$ cat config.mk
export PLATFORM = sky130hd
export DESIGN_NAME = mont_mul_array_flat
export DESIGN_NICKNAME = d
export VERILOG_FILES = /design/src/rtl/ntt_pkg.sv /design/src/rtl/mont_mul_array_if.sv /design/src/rtl/mont_red_lane.sv /design/src/rtl/mont_mul_array.sv /design/src/flat_wrapper.sv
export SDC_FILE = /design/constraint.sdc
export NUM_CORES = 2
export LEC_CHECK = 0
export BUFFER_PORTS_ARGS = -buffer_cell sky130_fd_sc_hd__buf_4
export CORE_MARGIN = 2
export CORE_UTILIZATION = 35
export CTS_CLUSTER_SIZE = 28
export DETAILED_ROUTE_END_ITERATION = 12
export HOLD_SLACK_MARGIN = 0.1
export PLACE_DENSITY = 0.51
export SKIP_LAST_GASP = 1
export SLEW_MARGIN = 40
export SYNTH_ARGS = -nofsm -noshare
export SYNTH_HDL_FRONTEND = slang
export SYNTH_SLANG_ARGS = --single-unit
$ cat constraint.sdc
create_clock -name clk -period 22.6 [get_ports clk]
set_input_delay 5.65 -clock clk [delete_from_list [all_inputs] [get_ports clk]]
set_output_delay 5.65 -clock clk [all_outputs]
set_load 0.005 [all_outputs]
$ cat src/rtl/ntt_pkg.sv
// Shared NTT datapath constants and Montgomery helpers (Kyber field).
package ntt_pkg;

    localparam int DATA_WIDTH    = 12;
    localparam int Q             = 3329;
    localparam int MUL_STAGE_CNT = 3;

    typedef logic [DATA_WIDTH-1:0]   coef_t;
    typedef logic [2*DATA_WIDTH-1:0] prod_t;
    typedef logic [2*DATA_WIDTH:0]   sum_t;
    typedef logic [DATA_WIDTH:0]     lazy_t;

    localparam coef_t Q_C = coef_t'(Q);

    // Newton iteration for Q^-1 mod 2^DATA_WIDTH; an odd Q is its own
    // inverse mod 8, and each step doubles the number of correct bits.
    function automatic coef_t calc_qinv_neg();
        coef_t x;
        x = Q_C;
        for (int i = 0; i < 6; i++) begin
            x = x * (coef_t'(2) - Q_C * x);
        end
        return -x;
    endfunction

    localparam coef_t QINV_NEG = calc_qinv_neg();
    localparam int    R_MOD_Q  = (1 << DATA_WIDTH) % Q;
    localparam int    R2_MOD_Q = (R_MOD_Q * R_MOD_Q) % Q;

    // m = (t mod R) * (-Q^-1) mod R; truncation to coef_t is the mod R.
    function automatic coef_t mont_m(input prod_t t);
        coef_t m;
        m = t[DATA_WIDTH-1:0] * QINV_NEG;
        return m;
    endfunction

    // u = (t + m*Q) / R; low DATA_WIDTH bits of the sum are zero by construction.
    function automatic lazy_t mont_u(input prod_t t, input coef_t m);
        sum_t s;
        s = sum_t'(t) + sum_t'(m) * sum_t'(Q);
        return s[2*DATA_WIDTH:DATA_WIDTH];
    endfunction

endpackage

$ cat src/rtl/mont_mul_array_if.sv
// Beat-level valid/ready bus of the Montgomery multiplier array.
interface mont_mul_array_if
    import ntt_pkg::*;
#(
    parameter int LANES = 4,
    parameter int TAG_W = 4
) ();
    logic                           in_valid;
    logic                           in_ready;
    logic [LANES-1:0][DATA_WIDTH-1:0] in_a;
    logic [LANES-1:0][DATA_WIDTH-1:0] in_b;
    logic [TAG_W-1:0]               in_tag;
    logic                           out_valid;
    logic                           out_ready;
    logic [LANES-1:0][DATA_WIDTH:0] out_r;
    logic [TAG_W-1:0]               out_tag;
    logic                           range_err;

    modport master (
        output in_valid, in_a, in_b, in_tag, out_ready,
        input  in_ready, out_valid, out_r, out_tag, range_err
    );

    modport slave (
        input  in_valid, in_a, in_b, in_tag, out_ready,
        output in_ready, out_valid, out_r, out_tag, range_err
    );
endinterface

$ cat src/rtl/mont_red_lane.sv
// One Montgomery multiply lane: a*b*R^-1, lazy or canonical output.
module mont_red_lane
    import ntt_pkg::*;
#(
    parameter int STAGES    = MUL_STAGE_CNT,
    parameter bit CANONICAL = 1'b1
) (
    input  logic  clk,
    input  logic  rst,
    input  logic  en,
    input  coef_t a,
    input  coef_t b,
    output lazy_t r
);
    // Reduction result lands at stage 2 (single-cycle m*Q+add) or stage 3
    // (m registered separately); any remaining stages are plain delay.
    localparam int RED_STG = (STAGES == 2) ? 2 : 3;
    localparam int DLY     = STAGES - RED_STG;

    prod_t t_q;
    lazy_t u_d;
    lazy_t u_pipe [0:DLY];
    lazy_t u_fin;

    // Stage 1: full-width product.
    always_ff @(posedge clk or posedge rst) begin
        if (rst)     t_q <= '0;
        else if (en) t_q <= prod_t'(a) * prod_t'(b);
    end

    if (STAGES == 2) begin : g_red2
        assign u_d = mont_u(t_q, mont_m(t_q));
    end else begin : g_red3
        prod_t t2_q;
        coef_t m2_q;

        // Stage 2: quotient digit m alongside the product.
        always_ff @(posedge clk or posedge rst) begin
            if (rst) begin
                t2_q <= '0;
                m2_q <= '0;
            end else if (en) begin
                t2_q <= t_q;
                m2_q <= mont_m(t_q);
            end
        end

        assign u_d = mont_u(t2_q, m2_q);
    end

    // Reduced value plus trailing delay stages.
    always_ff @(posedge clk or posedge rst) begin
        if (rst) begin
            for (int i = 0; i <= DLY; i++) u_pipe[i] <= '0;
        end else if (en) begin
            u_pipe[0] <= u_d;
            for (int i = 1; i <= DLY; i++) u_pipe[i] <= u_pipe[i-1];
        end
    end

    assign u_fin = u_pipe[DLY];

    if (CANONICAL) begin : g_canon
        lazy_t r_q;

        // Final stage folds [0,2Q) into [0,Q).
        always_ff @(posedge clk or posedge rst) begin
            if (rst)     r_q <= '0;
            else if (en) r_q <= (u_fin >= lazy_t'(Q)) ? u_fin - lazy_t'(Q) : u_fin;
        end

        assign r = r_q;
    end else begin : g_lazy
        assign r = u_fin;
    end

endmodule

$ cat src/rtl/mont_mul_array.sv
// LANES-wide pipelined Montgomery multiplier with valid/ready, tag and range flag.
module mont_mul_array
    import ntt_pkg::*;
#(
    parameter int LANES     = 4,
    parameter int STAGES    = MUL_STAGE_CNT,
    parameter bit CANONICAL = 1'b1,
    parameter int TAG_W     = 4
) (
    input logic             clk,
    input logic             rst,
    mont_mul_array_if.slave bus
);
    localparam int L = STAGES + (CANONICAL ? 1 : 0);

    logic                           en;
    logic                           acc;
    logic                           oob;
    logic                           range_err_q;
    logic [L:1]                     vld_pipe;
    logic [TAG_W-1:0]               tag_pipe [1:L];
    logic [LANES-1:0][DATA_WIDTH:0] lane_r;

    // Whole pipeline moves as one; the output slot frees when taken or empty.
    assign en  = !vld_pipe[L] || bus.out_ready;
    assign acc = bus.in_valid && en;

    // Any lane operand outside [0,Q) on the beat being presented.
    always_comb begin
        oob = 1'b0;
        for (int i = 0; i < LANES; i++) begin
            if (bus.in_a[i] >= Q_C || bus.in_b[i] >= Q_C) oob = 1'b1;
        end
    end

    // Valid shift register; bubbles advance like real beats.
    always_ff @(posedge clk or posedge rst) begin
        if (rst)     vld_pipe <= '0;
        else if (en) vld_pipe <= {vld_pipe[L-1:1], acc};
    end

    // Tag rides alongside its beat.
    always_ff @(posedge clk or posedge rst) begin
        if (rst) begin
            for (int i = 1; i <= L; i++) tag_pipe[i] <= '0;
        end else if (en) begin
            tag_pipe[1] <= bus.in_tag;
            for (int i = 2; i <= L; i++) tag_pipe[i] <= tag_pipe[i-1];
        end
    end

    // Sticky out-of-range flag, only for beats actually accepted.
    always_ff @(posedge clk or posedge rst) begin
        if (rst)             range_err_q <= 1'b0;
        else if (acc && oob) range_err_q <= 1'b1;
    end

    for (genvar i = 0; i < LANES; i++) begin : g_lane
        mont_red_lane #(
            .STAGES   (STAGES),
            .CANONICAL(CANONICAL)
        ) u_lane (
            .clk(clk),
            .rst(rst),
            .en (en),
            .a  (bus.in_a[i]),
            .b  (bus.in_b[i]),
            .r  (lane_r[i])
        );
    end

    assign bus.in_ready  = en;
    assign bus.out_valid = vld_pipe[L];
    assign bus.out_r     = lane_r;
    assign bus.out_tag   = tag_pipe[L];
    assign bus.range_err = range_err_q;

endmodule

$ cat src/flat_wrapper.sv
// flat-port wrapper written by rule: the top's interface ports become plain ports
module mont_mul_array_flat import ntt_pkg::*;
#(
    parameter int LANES     = 4,
    parameter int STAGES    = MUL_STAGE_CNT,
    parameter bit CANONICAL = 1'b1,
    parameter int TAG_W     = 4
)
  (clk, rst, bus_in_valid, bus_in_a, bus_in_b, bus_in_tag, bus_out_ready, bus_in_ready, bus_out_valid, bus_out_r, bus_out_tag, bus_range_err);
  mont_mul_array_if #(.LANES(LANES), .TAG_W(TAG_W)) bus_i ();
  input logic clk;
  input logic rst;
  input wire logic [$bits(bus_i.in_valid)-1:0] bus_in_valid;
  input wire logic [$bits(bus_i.in_a)-1:0] bus_in_a;
  input wire logic [$bits(bus_i.in_b)-1:0] bus_in_b;
  input wire logic [$bits(bus_i.in_tag)-1:0] bus_in_tag;
  input wire logic [$bits(bus_i.out_ready)-1:0] bus_out_ready;
  output wire logic [$bits(bus_i.in_ready)-1:0] bus_in_ready;
  output wire logic [$bits(bus_i.out_valid)-1:0] bus_out_valid;
  output wire logic [$bits(bus_i.out_r)-1:0] bus_out_r;
  output wire logic [$bits(bus_i.out_tag)-1:0] bus_out_tag;
  output wire logic [$bits(bus_i.range_err)-1:0] bus_range_err;
  assign bus_i.in_valid = bus_in_valid;
  assign bus_i.in_a = bus_in_a;
  assign bus_i.in_b = bus_in_b;
  assign bus_i.in_tag = bus_in_tag;
  assign bus_i.out_ready = bus_out_ready;
  assign bus_in_ready = bus_i.in_ready;
  assign bus_out_valid = bus_i.out_valid;
  assign bus_out_r = bus_i.out_r;
  assign bus_out_tag = bus_i.out_tag;
  assign bus_range_err = bus_i.range_err;
  mont_mul_array #(.LANES(LANES), .STAGES(STAGES), .CANONICAL(CANONICAL), .TAG_W(TAG_W)) u_core (.clk(clk), .rst(rst), .bus(bus_i));
endmodule
* Yosys cells after proc, flatten, opt, wreduce, memory -nomap -nowiden *
Cells that the tools add are included.

operators by class
  add/sub/neg operators = 8
  multipliers = 12
  $lt $le $gt $ge = 12
  mux-type cells = 8
  reductions and logical operators = 8

operators by type and width
  operator                                                                 number
  24-bit by 24-bit adder with 25-bit output                                4
  12-bit >= comparator, second input constant                              8
  12-bit by 12-bit multiplier with 24-bit output                           4
  12-bit by 12-bit multiplier with 24-bit output, second input constant    4
  13-bit by 12-bit >= comparator with 1-bit output, second input constant  4
  13-bit two-way mux                                                       4
  13-bit by 12-bit subtractor with 13-bit output, second input constant    4
  12-bit by 11-bit multiplier with 12-bit output, second input constant    4
  1-bit logical OR                                                         5
  1-bit two-way mux                                                        4
  1-bit logical AND                                                        2
  1-bit zero test                                                          1

storage, ports and cells
  register bits after elaboration = 365
  input port bits = 104
  output and inout port bits = 59
  logic and storage cells = 74

* Logic depth before layout (Yosys ltp) *
  depth in word-level cells = 7
  mapped depth = 23
  depth with buffers taken out = 22

* By module *
From an unflattened synthesis, not the netlist that was laid out.

second synthesis, totals
  cells, all modules = 5,341
  area, all modules = 49,862.8 µm²

modules (own cells, without submodules)
  module                                    instances  cells each  area each (µm²)  seq. area each (µm²)
  mont_red_lane at u_core.g_lane[1].u_lane  1          1,317       12,251.8         2,127.0
  mont_red_lane at u_core.g_lane[3].u_lane  1          1,317       12,209.2         2,127.0
  mont_red_lane at u_core.g_lane[0].u_lane  1          1,312       12,189.2         2,127.0
  mont_red_lane at u_core.g_lane[2].u_lane  1          1,299       12,122.9         2,127.0
  mont_mul_array                            1          96          1,089.8          525.5

* Least setup slack after synthesis *
No wires, ideal clock.

  path kind = input to output
  start = in bus_out_ready
  end = out bus_in_ready
  arrival = 6.498 ns
  data required time = 16.950 ns
  setup slack = 10.452 ns
  cell stages on the path = 5
  path buffers = 3
  cell sequence = nor2b_1 clkbuf_1 inv_2 clkbuf_1 clkbuf_1

between the ends
  longest elaborated chain between the ends = 1

ends and longest elaborated chain
  element             RTL line              source
  start: declaration  flat_wrapper.sv:17    input wire logic [$bits(bus_i.out_ready)-1:0] bus_out_ready;
  1-bit logical OR    mont_mul_array.sv:25  assign en = !vld_pipe[L] || bus.out_ready;
  end: declaration    flat_wrapper.sv:18    output wire logic [$bits(bus_i.in_ready)-1:0] bus_in_ready;

No other way between the ends.

* Final worst setup path *
Ends and elaborated chain as after synthesis.

==> flow_summary.json <==
{
  "cp.required_ps": 16950,
  "nFillCells": 14100,
  "cts.path.max_buffers": 3,
  "cp_max_fo": 98,
  "ys_ff_latch": 361,
  "period_needed_ps": 12400,
  "first_iter_violations": 1408,
  "fmax_ghz": 0.0806,
  "drc": 0,
  "cp-start-kind": "input pin",
  "first_global_vias": 34900,
  "setup_ws_ps": 10200,
  "dp_slack_ps": 10200,
  "ff_latch_area_um2": 9030,
  "critPathMostFrequentCell": "buf_4",
  "vias_per_cell": 4.63,
  "core-area_um2": 137000,
  "cts.sinks": 361,
  "die_area_um2": 141000,
  "synth_cell_type_count": 65,
  "cpMaxStageDelayCell": "nor2b_4",
  "rsz0062_at_grt": "no",
  "maxCapViolCount": 0,
  "num_rows": 136,
  "synthCells": 5474,
  "dp_hpwl_mm": 88.8,
  "cts_hold_buf": 0,
  "wire_per_inst_um": 15.0,
  "cts_buffers": 45,
  "hold_viol": 0,
  "yosys.area.top_type_share": 0.257,
  "cts_setup_buffers": 0,
  "io_buffers": 162,
  "finalSetupViolCount": 0,
  "hold_class": "reg2reg",
  "layout-drive-gt1-share": 0.0479,
  "final_common_cell": "inv_1",
  "syn_to_final_growth_pct": 9.31,
  "grt_pass1_wl_mm": 185,
  "ctsResizeCount": 0,
  "antenna_left": 0,
  "grt_usage": 0.161,
  "start_util": 0.352,
  "fp.dieW_um": 376,
  "worst_setup_path_end_kind": "output port",
  "period_share": 0.549,
  "fin_tns_setup_ps": 0,
  "multi_input_area_um2": 34000,
  "clkTransAtPathRegs_ps": 60,
  "clk_latency_ps": 620,
  "tightest_slew_ps": 793,
  "overflow": 0,
  "synth_edf_count": 0,
  "status": "finished, final reports clean",
  "grt_start_max_net_pins": 99,
  "pin_count": 163,
  "routed_wl_mm": 110,
  "worstSetupPathType": "in2out",
  "mostFrequentLayoutCells": "inv_1 (1,234), nand2_1 (904), ha_1 (750)",
  "syn-num-nets": 6948,
  "ys_async_sr_fraction": 1.00,
  "cts_root_buf": "clkbuf_16",
  "grt_antenna_before_repair": 2,
  "slew_headroom": 0.457,
  "drv_slew": 0,
  "yosys_warnings": 0,
  "synthesis.area_um2": 48300,
  "cp.arrival_ps": 6750,
  "crit_chain": "buf_4 > nor2b_4 > inv_8 > buf_4",
  "vias": 34000,
  "slowest_delay_ps": 390,
  "ys.flop_type": "dfrtp_1",
  "die_height_um": 376,
  "synth_area_per_cell_um2": 8.83,
  "dr.pass1.iters": 5,
  "synth_area_leader_cell": "fa_1",
  "skew_ps": 37.9,
  "gp_congestion": 0.809,
  "yosys-top-cells-area": "fa_1 (26%), ha_1 (19%), dfrtp_1 (19%)",
  "seq_area_frac_synth": 0.187,
  "layout.nets": 6987,
  "htree_levels": 2,
  "cts_tree": "built"
}
-- sequential cells by signal, indices dropped and copies added, names as in the netlist --
register                          count
u_core.g_lane.u_lane.t_q             96
u_core.tag_pipe                      12
u_core.g_lane.u_lane.g_red3.t2_q     96
u_core.bus.out_tag                    4
u_core.vld_pipe                       4
u_core.g_lane.u_lane.u_fin           52
u_core.g_lane.u_lane.g_red3.m2_q     44
u_core.g_lane.u_lane.r               52
u_core.bus.range_err                  1
-- worst paths after layout --
| check | slack [ps] | cells past startpoint | end | from |
|---|---|---|---|---|
| max in group asynchronous | 15910 | 5 | u_core.g_lane[3].u_lane.t_q[11] | rst |
| worst max register to register | 17650 | 20 | u_core.g_lane[1].u_lane.u_fin[12] | u_core.g_lane[1].u_lane.g_red3.m2_q[3] |
| min in group asynchronous | 5070 | 2 | u_core.g_lane[1].u_lane.g_red3.t2_q[5] | rst |
| worst min register to register | 470 | 2 | u_core.tag_pipe[8] | u_core.tag_pipe[8] |
| worst min-delay path | 470 | 2 | u_core.tag_pipe[8] | u_core.tag_pipe[8] |
| worst max-delay path | 10200 | 4 | bus_in_ready | bus_out_ready |
-- cell usage after synthesis (5+ instances only) --
cell type / n
a2111oi_0: 5
a211oi_1: 12
a21o_1: 36
a21oi_1: 209
a31oi_1: 17
and2_1: 230
and3_1: 8
clkbuf_1: 177
dfrtp_1: 361
fa_1: 620
ha_1: 750
inv_1: 1235
nand2_1: 904
nand2b_1: 18
nand3_1: 41
nand3b_1: 6
nand4_1: 6
nor2_1: 176
nor2b_1: 16
nor3_1: 50
nor4_1: 23
o211ai_1: 6
o21a_1: 21
o21ai_0: 170
o21ai_1: 9
o21bai_1: 25
o22ai_1: 8
o31ai_1: 24
o41ai_1: 6
or2_2: 5
or3_1: 18
or4_1: 5
xnor2_1: 138
xor2_1: 79
-- worst max-delay path: cells and delay by family --
kind          cells  cell delay [ps]
buf+inv           3              650
simple gates      1              390
-- cell type report --
| cell class | count | area share |
|---|---|---|
| clock inverters | 20 | 0.00647 |
| flip-flops and latches | 361 | 0.171 |
| inverters | 1236 | 0.0881 |
| repair buffers | 176 | 0.0258 |
| diodes | 1 | 0.0000474 |
| well taps | 1794 | 0.0425 |
| clock buffers | 62 | 0.0233 |
| multi-input cells | 3693 | 0.643 |
-- cell families (layout without fill, tap and decap cells) --
family	count (synthesis)	count (layout)	synth area share
xor gates and xnor gates	217	217	0.0393
DFF	361	361	0.187
muxes	2	2	0.000466
and+or+nand+nor	1518	1518	0.139
AOI/OAI and AO/OA	586	586	0.0727
other	0	1	0
buffers and inverters	1420	1494	0.111
adders and majority gates	1370	1370	0.451
-- per-stage QoR --
| stage | instances | area [um^2] | utilization | hold WS [ps] |
|---|---|---|---|---|
| floorplan | 5474 | 48300 | - | 430 |
| global placement | 7259 | 51200 | 0.373 | 449 |
| detailed placement | 7260 | 51200 | 0.373 | 456 |
| CTS | 7342 | 52800 | 0.385 | 469 |
| global route | 7343 | 52800 | 0.385 | 490 |
| finish | 7343 | 52800 | 0.385 | 466 |
-- routing by layer --
layer	global-route usage	share of wire
met3	0.0145	0.033
met4	0.0314	0.017
met2	0.249	0.43
met1	0.244	0.52
met5	0	0
Power is not shown: default switching activity piles up to over one toggle a cycle in this logic, so the estimate is an artifact.
